--- config.mk ---
export PLATFORM = sky130hd
export DESIGN_NAME = uart_rx_cfg
export DESIGN_NICKNAME = d
export VERILOG_FILES = /design/src/rtl/uart_pkg.sv /design/src/rtl/uart_rx_sampler.sv /design/src/rtl/uart_rx_cfg.sv
export SDC_FILE = /design/constraint.sdc
export NUM_CORES = 1
export LEC_CHECK = 0
export BUFFER_PORTS_ARGS = -buffer_cell sky130_fd_sc_hd__buf_2
export CORE_MARGIN = 2
export CORE_UTILIZATION = 26
export CTS_BUF_LIST = sky130_fd_sc_hd__clkbuf_8
export CTS_CLUSTER_DIAMETER = 200
export DETAILED_ROUTE_END_ITERATION = 8
export SETUP_SLACK_MARGIN = 0.1
export SYNTH_ARGS = -nofsm -noshare
export SYNTH_HDL_FRONTEND = slang
export SYNTH_SLANG_ARGS = --single-unit
export TNS_END_PERCENT = 50
--- constraint.sdc ---
create_clock -name clk -period 2.8 [get_ports clk]
set_input_delay 0.56 -clock clk [delete_from_list [all_inputs] [get_ports clk]]
set_output_delay 0.56 -clock clk [all_outputs]
set_load 0.01 [all_outputs]
--- src/rtl/uart_pkg.sv ---
// rtl/uart_pkg.sv - shared constants, state encoding and sizing helpers for the configurable UART receiver.
package uart_pkg;

  localparam int PAR_NONE = 0;
  localparam int PAR_EVEN = 1;
  localparam int PAR_ODD  = 2;

  typedef enum logic [2:0] {
    ST_IDLE,
    ST_START,
    ST_DATA,
    ST_PARITY,
    ST_STOP,
    ST_BREAK
  } rx_state_t;

  function automatic int calc_div(input int clock_rate, input int baud_rate, input int ovr);
    return clock_rate / (baud_rate * ovr);
  endfunction

  // Bits needed to hold the values 0..n-1.
  function automatic int cnt_width(input int n);
    return (n <= 2) ? 1 : $clog2(n);
  endfunction

endpackage

--- src/rtl/uart_rx_sampler.sv ---
// rtl/uart_rx_sampler.sv - rx synchroniser, oversampling tick divider and 3-sample mid-bit majority vote.
module uart_rx_sampler
  import uart_pkg::*;
#(
  parameter int CLOCK_RATE = 100000000,
  parameter int BAUD_RATE  = 115200,
  parameter int OVR        = 16
) (
  input  logic clk,
  input  logic rst,
  input  logic rx,
  input  logic restart,
  output logic bit_tick,
  output logic sample,
  output logic rx_sync
);

  localparam int DIV = calc_div(CLOCK_RATE, BAUD_RATE, OVR);
  localparam int DW  = cnt_width(DIV);
  localparam int PW  = cnt_width(OVR);
  localparam logic [DW-1:0] DIV_LAST = DW'(DIV - 1);
  localparam logic [PW-1:0] PH_A     = PW'(OVR / 2 - 2);
  localparam logic [PW-1:0] PH_B     = PW'(OVR / 2 - 1);
  localparam logic [PW-1:0] PH_C     = PW'(OVR / 2);

  generate
    if (DIV < 2) begin : g_div_check
      $error("uart_rx_sampler: CLOCK_RATE/(BAUD_RATE*OVR) must be at least 2");
    end
    if (OVR < 8 || OVR > 32 || (OVR & (OVR - 1)) != 0) begin : g_ovr_check
      $error("uart_rx_sampler: OVR must be a power of two in 8..32");
    end
  endgenerate

  logic          sync1;
  logic [DW-1:0] div_cnt;
  logic [PW-1:0] phase;
  logic          tick;
  logic          s_a;
  logic          s_b;

  always_ff @(posedge clk) begin
    if (rst) begin
      sync1   <= 1'b1;
      rx_sync <= 1'b1;
    end else begin
      sync1   <= rx;
      rx_sync <= sync1;
    end
  end

  assign tick = (div_cnt == DIV_LAST);

  // Restart preloads 1 to absorb the cycle spent recognising the start edge.
  always_ff @(posedge clk) begin
    if (rst) begin
      div_cnt <= '0;
      phase   <= '0;
    end else if (restart) begin
      div_cnt <= DW'(1);
      phase   <= '0;
    end else if (tick) begin
      div_cnt <= '0;
      phase   <= phase + 1'b1;
    end else begin
      div_cnt <= div_cnt + 1'b1;
    end
  end

  // phase counts completed ticks, so ticks OVR/2-1..OVR/2+1 see phase one lower.
  always_ff @(posedge clk) begin
    if (rst) begin
      s_a <= 1'b1;
      s_b <= 1'b1;
    end else if (tick) begin
      if (phase == PH_A) s_a <= rx_sync;
      if (phase == PH_B) s_b <= rx_sync;
    end
  end

  assign bit_tick = tick && (phase == PH_C);
  assign sample   = (s_a & s_b) | (s_a & rx_sync) | (s_b & rx_sync);

endmodule

--- src/rtl/uart_rx_cfg.sv ---
// rtl/uart_rx_cfg.sv - configurable UART receiver with valid/ready holding register.
// Optional break detection (brk output, BREAK state) when UART_RX_BREAK_DET_EN is defined.
module uart_rx_cfg
  import uart_pkg::*;
#(
  parameter int CLOCK_RATE = 100000000,
  parameter int BAUD_RATE  = 115200,
  parameter int OVR        = 16,
  parameter int DATA_BITS  = 8,
  parameter int PARITY     = 0,
  parameter int STOP_BITS  = 1
) (
  input  logic                 clk,
  input  logic                 rst,
  input  logic                 rx,
  output logic [DATA_BITS-1:0] m_data,
  output logic                 m_perr,
  output logic                 m_ferr,
  output logic                 m_valid,
  input  logic                 m_ready,
  output logic                 overrun
`ifdef UART_RX_BREAK_DET_EN
  ,
  output logic                 brk
`endif
);

  localparam logic ODD_PAR = (PARITY == PAR_ODD);

  rx_state_t            state_q, state_d;
  logic                 restart;
  logic                 bit_tick;
  logic                 sample;
  logic                 rx_sync;
  logic [3:0]           bit_cnt_q;
  logic [DATA_BITS-1:0] shreg_q;
  logic                 perr_q;
  logic                 ferr_q;
  logic                 shift_en;
  logic                 par_en;
  logic                 stop_en;
  logic                 frame_done;
  logic                 frame_ferr;
  logic                 is_break;
  logic                 deliver;

  uart_rx_sampler #(
    .CLOCK_RATE(CLOCK_RATE),
    .BAUD_RATE (BAUD_RATE),
    .OVR       (OVR)
  ) u_sampler (
    .clk     (clk),
    .rst     (rst),
    .rx      (rx),
    .restart (restart),
    .bit_tick(bit_tick),
    .sample  (sample),
    .rx_sync (rx_sync)
  );

  assign frame_ferr = ferr_q | ~sample;

`ifdef UART_RX_BREAK_DET_EN
  localparam int BIT_CLKS = calc_div(CLOCK_RATE, BAUD_RATE, OVR) * OVR;
  localparam int BW       = cnt_width(BIT_CLKS);

  logic          par_bit_q;
  logic [BW-1:0] brk_cnt_q;

  assign is_break = (shreg_q == '0) && ((PARITY == PAR_NONE) || !par_bit_q) && frame_ferr;

  always_ff @(posedge clk) begin
    if (rst) begin
      par_bit_q <= 1'b0;
      brk_cnt_q <= '0;
      brk       <= 1'b0;
    end else begin
      brk <= frame_done && is_break;
      if (par_en) par_bit_q <= sample;
      if (state_q != ST_BREAK || !rx_sync) brk_cnt_q <= '0;
      else brk_cnt_q <= brk_cnt_q + 1'b1;
    end
  end
`else
  assign is_break = 1'b0;
`endif

  assign deliver = frame_done && !is_break;

  always_comb begin
    state_d    = state_q;
    restart    = 1'b0;
    shift_en   = 1'b0;
    par_en     = 1'b0;
    stop_en    = 1'b0;
    frame_done = 1'b0;
    case (state_q)
      ST_IDLE: begin
        if (!rx_sync) begin
          restart = 1'b1;
          state_d = ST_START;
        end
      end
      ST_START: begin
        if (bit_tick) state_d = sample ? ST_IDLE : ST_DATA;
      end
      ST_DATA: begin
        if (bit_tick) begin
          shift_en = 1'b1;
          if (bit_cnt_q == 4'(DATA_BITS - 1))
            state_d = (PARITY != PAR_NONE) ? ST_PARITY : ST_STOP;
        end
      end
      ST_PARITY: begin
        if (bit_tick) begin
          par_en  = 1'b1;
          state_d = ST_STOP;
        end
      end
      ST_STOP: begin
        if (bit_tick) begin
          stop_en = 1'b1;
          if (bit_cnt_q == 4'(STOP_BITS - 1)) begin
            frame_done = 1'b1;
            state_d    = is_break ? ST_BREAK : ST_IDLE;
          end
        end
      end
`ifdef UART_RX_BREAK_DET_EN
      ST_BREAK: begin
        if (rx_sync && brk_cnt_q == BW'(BIT_CLKS - 1)) state_d = ST_IDLE;
      end
`endif
      default: state_d = ST_IDLE;
    endcase
  end

  always_ff @(posedge clk) begin
    if (rst) state_q <= ST_IDLE;
    else     state_q <= state_d;
  end

  // Bit counter restarts on every state change so each field counts from 0.
  always_ff @(posedge clk) begin
    if (rst) begin
      bit_cnt_q <= '0;
      shreg_q   <= '0;
      perr_q    <= 1'b0;
      ferr_q    <= 1'b0;
    end else begin
      if (state_d != state_q) bit_cnt_q <= '0;
      else if (bit_tick)      bit_cnt_q <= bit_cnt_q + 1'b1;
      if (restart) begin
        perr_q <= 1'b0;
        ferr_q <= 1'b0;
      end
      if (shift_en) shreg_q <= {sample, shreg_q[DATA_BITS-1:1]};
      if (par_en)   perr_q  <= (^shreg_q) ^ sample ^ ODD_PAR;
      if (stop_en)  ferr_q  <= frame_ferr;
    end
  end

  always_ff @(posedge clk) begin
    if (rst) begin
      m_data  <= '0;
      m_perr  <= 1'b0;
      m_ferr  <= 1'b0;
      m_valid <= 1'b0;
      overrun <= 1'b0;
    end else begin
      overrun <= deliver && m_valid && !m_ready;
      if (deliver && (!m_valid || m_ready)) begin
        m_data  <= shreg_q;
        m_perr  <= perr_q;
        m_ferr  <= frame_ferr;
        m_valid <= 1'b1;
      end else if (m_valid && m_ready) begin
        m_valid <= 1'b0;
      end
    end
  end

endmodule

# ---- Word-level counts from Yosys, hierarchy flattened
# Index checks and enable logic that the tools add are counted.
dict set report totals {
  regBits 43
}
dict set report op_classes {
  eq_ne 10
  n_reduce_logical 19
  add_sub_neg 3
  bitwise 8
  mux 25
}
# operator n
set op_table {}
lappend op_table {{3-bit 2-to-1 mux} 7}
lappend op_table {{1-bit 2-to-1 mux} 16}
lappend op_table {{3-bit case mux with 5 select lines} 1}
lappend op_table {{4-bit by 3-bit equality test with 1-bit output (second input constant)} 3}
lappend op_table {{4-bit by 1-bit adder with 4-bit output (second input constant)} 2}
lappend op_table {{8-bit parity} 1}
lappend op_table {{6-bit by 1-bit adder with 6-bit output (second input constant)} 1}
lappend op_table {{3-bit by 2-bit equality test with 1-bit output (second input constant)} 2}
lappend op_table {{6-bit equality test (second input constant)} 1}
lappend op_table {{2-bit nonzero test} 3}
lappend op_table {{1-bit logical AND} 5}
lappend op_table {{4-bit equality test (second input constant)} 1}
lappend op_table {{4-bit zero test} 1}
lappend op_table {{2-bit AND reduction} 2}
lappend op_table {{2-bit OR reduction} 2}
lappend op_table {{1-bit bitwise AND} 3}
lappend op_table {{3-bit by 1-bit equality test with 1-bit output (second input constant)} 1}
lappend op_table {{3-bit equality test (second input constant)} 1}
lappend op_table {{3-bit zero test} 1}
lappend op_table {{3-bit inequality test} 1}
lappend op_table {{1-bit bitwise OR} 3}
lappend op_table {{3-bit OR reduction} 1}
lappend op_table {{1-bit zero test} 2}
lappend op_table {{2-bit 2-to-1 mux} 1}
lappend op_table {{other kinds (3)} 3}

# ---- Depth between registers and ports, before layout
dict set report depth {
  word_depth 8
  mapped_depth 8
}

# ---- Modules after synthesis
# From an unflattened synthesis, not the netlist that was laid out.
dict set report unflattened {
  hier_cells 204
  hier_area_um2 1985.7
}
# module seq_area_each_um2 n_inst cells_per_inst area_each_um2
set by_module_without_submodules {}
lappend by_module_without_submodules {uart_rx_cfg 580.6 1 129 1296.2}
lappend by_module_without_submodules {uart_rx_sampler 280.3 1 75 689.4}

# ---- Worst setup path before layout
# Ideal clock, no wire load.
dict set report synth_path {
  path_kind {reg2reg}
  start {reg u_sampler.phase[0]}
  end {reg m_data[0]}
  period_less_slack_ns 1.775
  arrival_ns 1.647
  stages_incl_launch_ff 9
  setup_slack_ns 1.025
  required_ns 2.672
  path_cell_list {dfxtp_1 inv_1 ha_1 nor2b_1 nand4_4 and4b_2 buf_4 mux2i_1 nor2_1}
}
dict set report synth_via {
  elab_chain_len 5
}
# element line
set synth_lines {}
lappend synth_lines {{from (decl)} uart_rx_sampler.sv:37} ;# logic [PW-1:0] phase;
lappend synth_lines {{from (signal assigned)} uart_rx_sampler.sv:64} ;# phase <= phase + 1'b1;
lappend synth_lines {{4-bit equality test} uart_rx_sampler.sv:81} ;# assign bit_tick = tick && (phase == PH_C);
lappend synth_lines {{1-bit logical AND} uart_rx_sampler.sv:81}
lappend synth_lines {{1-bit 2-to-1 mux} uart_rx_cfg.sv:121} ;# if (bit_tick) begin
lappend synth_lines {{1-bit 2-to-1 mux} uart_rx_cfg.sv:97} ;# case (state_q)
lappend synth_lines {{1-bit logical AND} uart_rx_cfg.sv:172} ;# if (deliver && (!m_valid || m_ready)) begin
lappend synth_lines {{to (signal assigned)} uart_rx_cfg.sv:173} ;# m_data <= shreg_q;
lappend synth_lines {{to (decl)} uart_rx_cfg.sv:16} ;# output logic [DATA_BITS-1:0] m_data,
# Every way passes these cells.
# A chain may end at the register's enable or synchronous reset.

# ---- Worst setup path in the final report
dict set report layout_path {
  start {reg u_sampler.phase[0]}
  end {reg m_data[5]}
}
# The elaborated chain is that of the path after synthesis.

==> flow_metrics.env <==
export IMPL_yosys_warnings=0
export IMPL_finalCritPeriodShare_pct=72.0
export IMPL_final_setup_tns_ns=0
export IMPL_antenna_found_initial=0
export IMPL_end_kind="register"
export IMPL_clock_skew_ns=0.00697
export IMPL_grt_start_max_net_pins=32
export IMPL_outcome="finished, final reports clean"
export IMPL_multi_input_area_um2=1010
export IMPL_syn_to_final_growth_pct=13.7
export IMPL_ys_ff_latch=43
export IMPL_ir_worst_vdd_mv=0.288
export IMPL_fin_crit_ns=2.01
export IMPL_critPathLaunchType="register"
export IMPL_diodes=0
export IMPL_dp_hpwl_um=2350
export IMPL_initial_core_util_pct=26.8
export IMPL_fin_cells=326
export IMPL_crit_type="reg2reg"
export IMPL_grt_pass1_wl_um=6250
export IMPL_yosysSeqAreaShare_pct=44.6
export IMPL_hold_violations=0
export IMPL_drt_initial_drc_count=66
export IMPL_cts_hold_buffers=0
export IMPL_cts_setup_buffers=0
export IMPL_clockBufferDepth=2
export IMPL_fp_dieW_um=90.2
export IMPL_required_ns=2.98
export IMPL_fillers=768
export IMPL_synth_flop_cell="dfxtp_1"
export IMPL_fmax_mhz=496
export IMPL_ant_nets=0
export IMPL_dp_cells=318
export IMPL_die_area_um2=8140
export IMPL_die_height_um=90.2
export IMPL_pre_cts_ws_ns=0.773
export IMPL_clockRootBuffer="clkbuf_8"
export IMPL_drt_pre_antenna_iters=4
export IMPL_nets=237
export IMPL_cts_resized=0
export IMPL_drc=0
export IMPL_num_rows=31
export IMPL_slew_violations=0
export IMPL_holdWs_ns=0.415
export IMPL_grt_usage_pct=9.43
export IMPL_register_area_um2=861
export IMPL_cts_htree_levels=2
export IMPL_synthesis_nets=223
export IMPL_synthCells=212
export IMPL_wl_um=3430
export IMPL_design_core_area_um2=7210
export IMPL_postSynth_asyncResetShare_pct=0
export IMPL_place_congestion=0.738
export IMPL_crit_fanout=11
export IMPL_max_cap_violations=0
export IMPL_avgSynthCellArea_um2=9.11
export IMPL_portBuffers=15
export IMPL_clock_latency_ns=0.30
export IMPL_hp_class="reg2reg"
export IMPL_cts_tree="yes"
export IMPL_pin_count=16
export IMPL_rsz0062_at_grt="false"
export IMPL_wl_per_cell_um=10.5
export IMPL_vias=1415
export IMPL_powerDensity_nw_per_um2=484
export IMPL_grt_ovfl_total=0
export IMPL_cts_made_buffers=5
export IMPL_synth_edff_count=0
export IMPL_crit_arrival_ns=2.20
export IMPL_setup_slack_ns=0.785
export IMPL_maxSlewHeadroom_pct=56.8
export IMPL_clkSlewWorstSetupHoldPaths_ns=0.09
export IMPL_syn_cell_area_um2=1930
export IMPL_grt_pass1_vias=1324
export IMPL_setup_viol_count_final=0
export IMPL_drive_above_1_share_pct=14.1
export IMPL_p_leak_nw=0.798
export IMPL_synthDistinctLibCells=36
export IMPL_vias_per_cell=4.34
export IMPL_clock_sinks=43
export IMPL_tightest_slew_ns=0.643
## flip-flops by register name (all words and copies together), names as in the netlist, 3 cells and up
signal,count
u_sampler.phase,4
m_data,8
u_sampler.div_cnt,6
bit_cnt_q,4
state_q,3
shreg_q,8
## layout make-up
cell class	instances	area share [%]
Multi-Input combinational cell	154	46.0
Sequential cell	43	39.2
Tap cell	99	5.64
Timing Repair Buffer	17	4.10
Clock buffer	5	3.13
Clock inverter	3	1.08
Inverter	5	0.855
## kinds of logic after synthesis
family | count (synthesis) | share of synthesized area (%)
simple gates | 96 | 26.6
flops | 43 | 44.6
compound gates | 21 | 5.96
xor+xnor | 17 | 8.42
buf+inv | 15 | 3.17
mux | 12 | 6.22
fa+ha+maj | 8 | 5.05
## synth_stat cells (2+ instances only)
cell      count  area share, %
nor2_1       31            6.0
a211oi_1      3            1.2
a21oi_1      13            3.4
nand4_1       3           0.97
mux2i_1      12            6.2
nand2b_1      6            1.9
ha_1          7            4.5
o21ai_0       4            1.0
and3b_1       2           0.91
nor3_1        7            1.8
inv_1         5           0.97
nand3_1       2           0.52
xnor2_1      10            4.5
or2_2         3           0.97
clkbuf_1      8            1.6
nand2_1      23            4.5
nor2b_1       2           0.65
and4b_2       2            1.2
nand4b_1      5            2.3
xor2_1        6            2.7
dfxtp_1      43             45
## critical path: stages (launching register included)
cell and delay (ns):
dfxtp_1 0.35, inv_1 0.09, ha_1 0.18, nor2b_1 0.22, nand4_4 0.19, and4b_2 0.57, mux2i_1 0.25, nor2_1 0.05
## metrics by stage
| step | util [%] | area (um2) | power (W) |
|---|---|---|---|
| 2_1_floorplan | - | 1930 | 0.000662 |
| 3_3_place_gp | 29.2 | 2100 | 0.000670 |
| 3_5_place_dp | 29.2 | 2100 | 0.000671 |
| 4_1_cts | 30.4 | 2200 | 0.00108 |
| 5_1_grt | 30.4 | 2200 | 0.00110 |
| 6_report | 30.4 | 2200 | 0.00106 |
## worst paths after layout
kind,startpoint,endpoint,slack [ns],depth (start not counted)
setup reg to reg,u_sampler.phase[0]$_SDFFE_PP0P_,m_data[5]$_SDFFE_PP0P_,0.79,7
hold / removal,u_sampler.sync1$_SDFF_PP1_,u_sampler.rx_sync$_SDFF_PP1_,0.41,1
setup / recovery,u_sampler.phase[0]$_SDFFE_PP0P_,m_data[5]$_SDFFE_PP0P_,0.79,7
hold reg to reg,u_sampler.sync1$_SDFF_PP1_,u_sampler.rx_sync$_SDFF_PP1_,0.41,1
## placed cells by master, fill, tap and decap left out, types with 3 or more instances in the layout
cell,netlist,layout
clkbuf_8,0,5
or2_2,3,3
nand2b_1,6,6
dfxtp_1,43,43
nor2_1,31,31
buf_2,1,15
inv_1,5,5
nand2_1,23,23
o21ai_0,4,4
xnor2_1,10,10
nor3_1,7,7
nand4b_1,5,5
a211oi_1,3,3
ha_1,7,7
nand4_1,3,3
mux2i_1,12,12
xor2_1,6,6
a21oi_1,13,13
## routing by layer
| layer | GRT usage, % | part of all wire [%] | vias to the layer above |
|---|---|---|---|
| met4 | 5.77 | 2.7 | 0 |
| li1 | - | - | 742 |
| met2 | 13.5 | 42 | 23 |
| met5 | 0 | 0 | - |
| met1 | 12.8 | 52 | 643 |
| met3 | 2.26 | 3.4 | 7 |
## where the power goes
group	internal, W	switching [W]	leakage [nW]	total, W
clock	0.000178	0.000228	0.0408	0.000406
sequential	0.000617	0.00000679	0.347	0.000624
combinational	0.0000126	0.0000197	0.410	0.0000322
total	0.000808	0.000254	0.798	0.00106
Note: power is estimated with default switching activity, not from simulation.
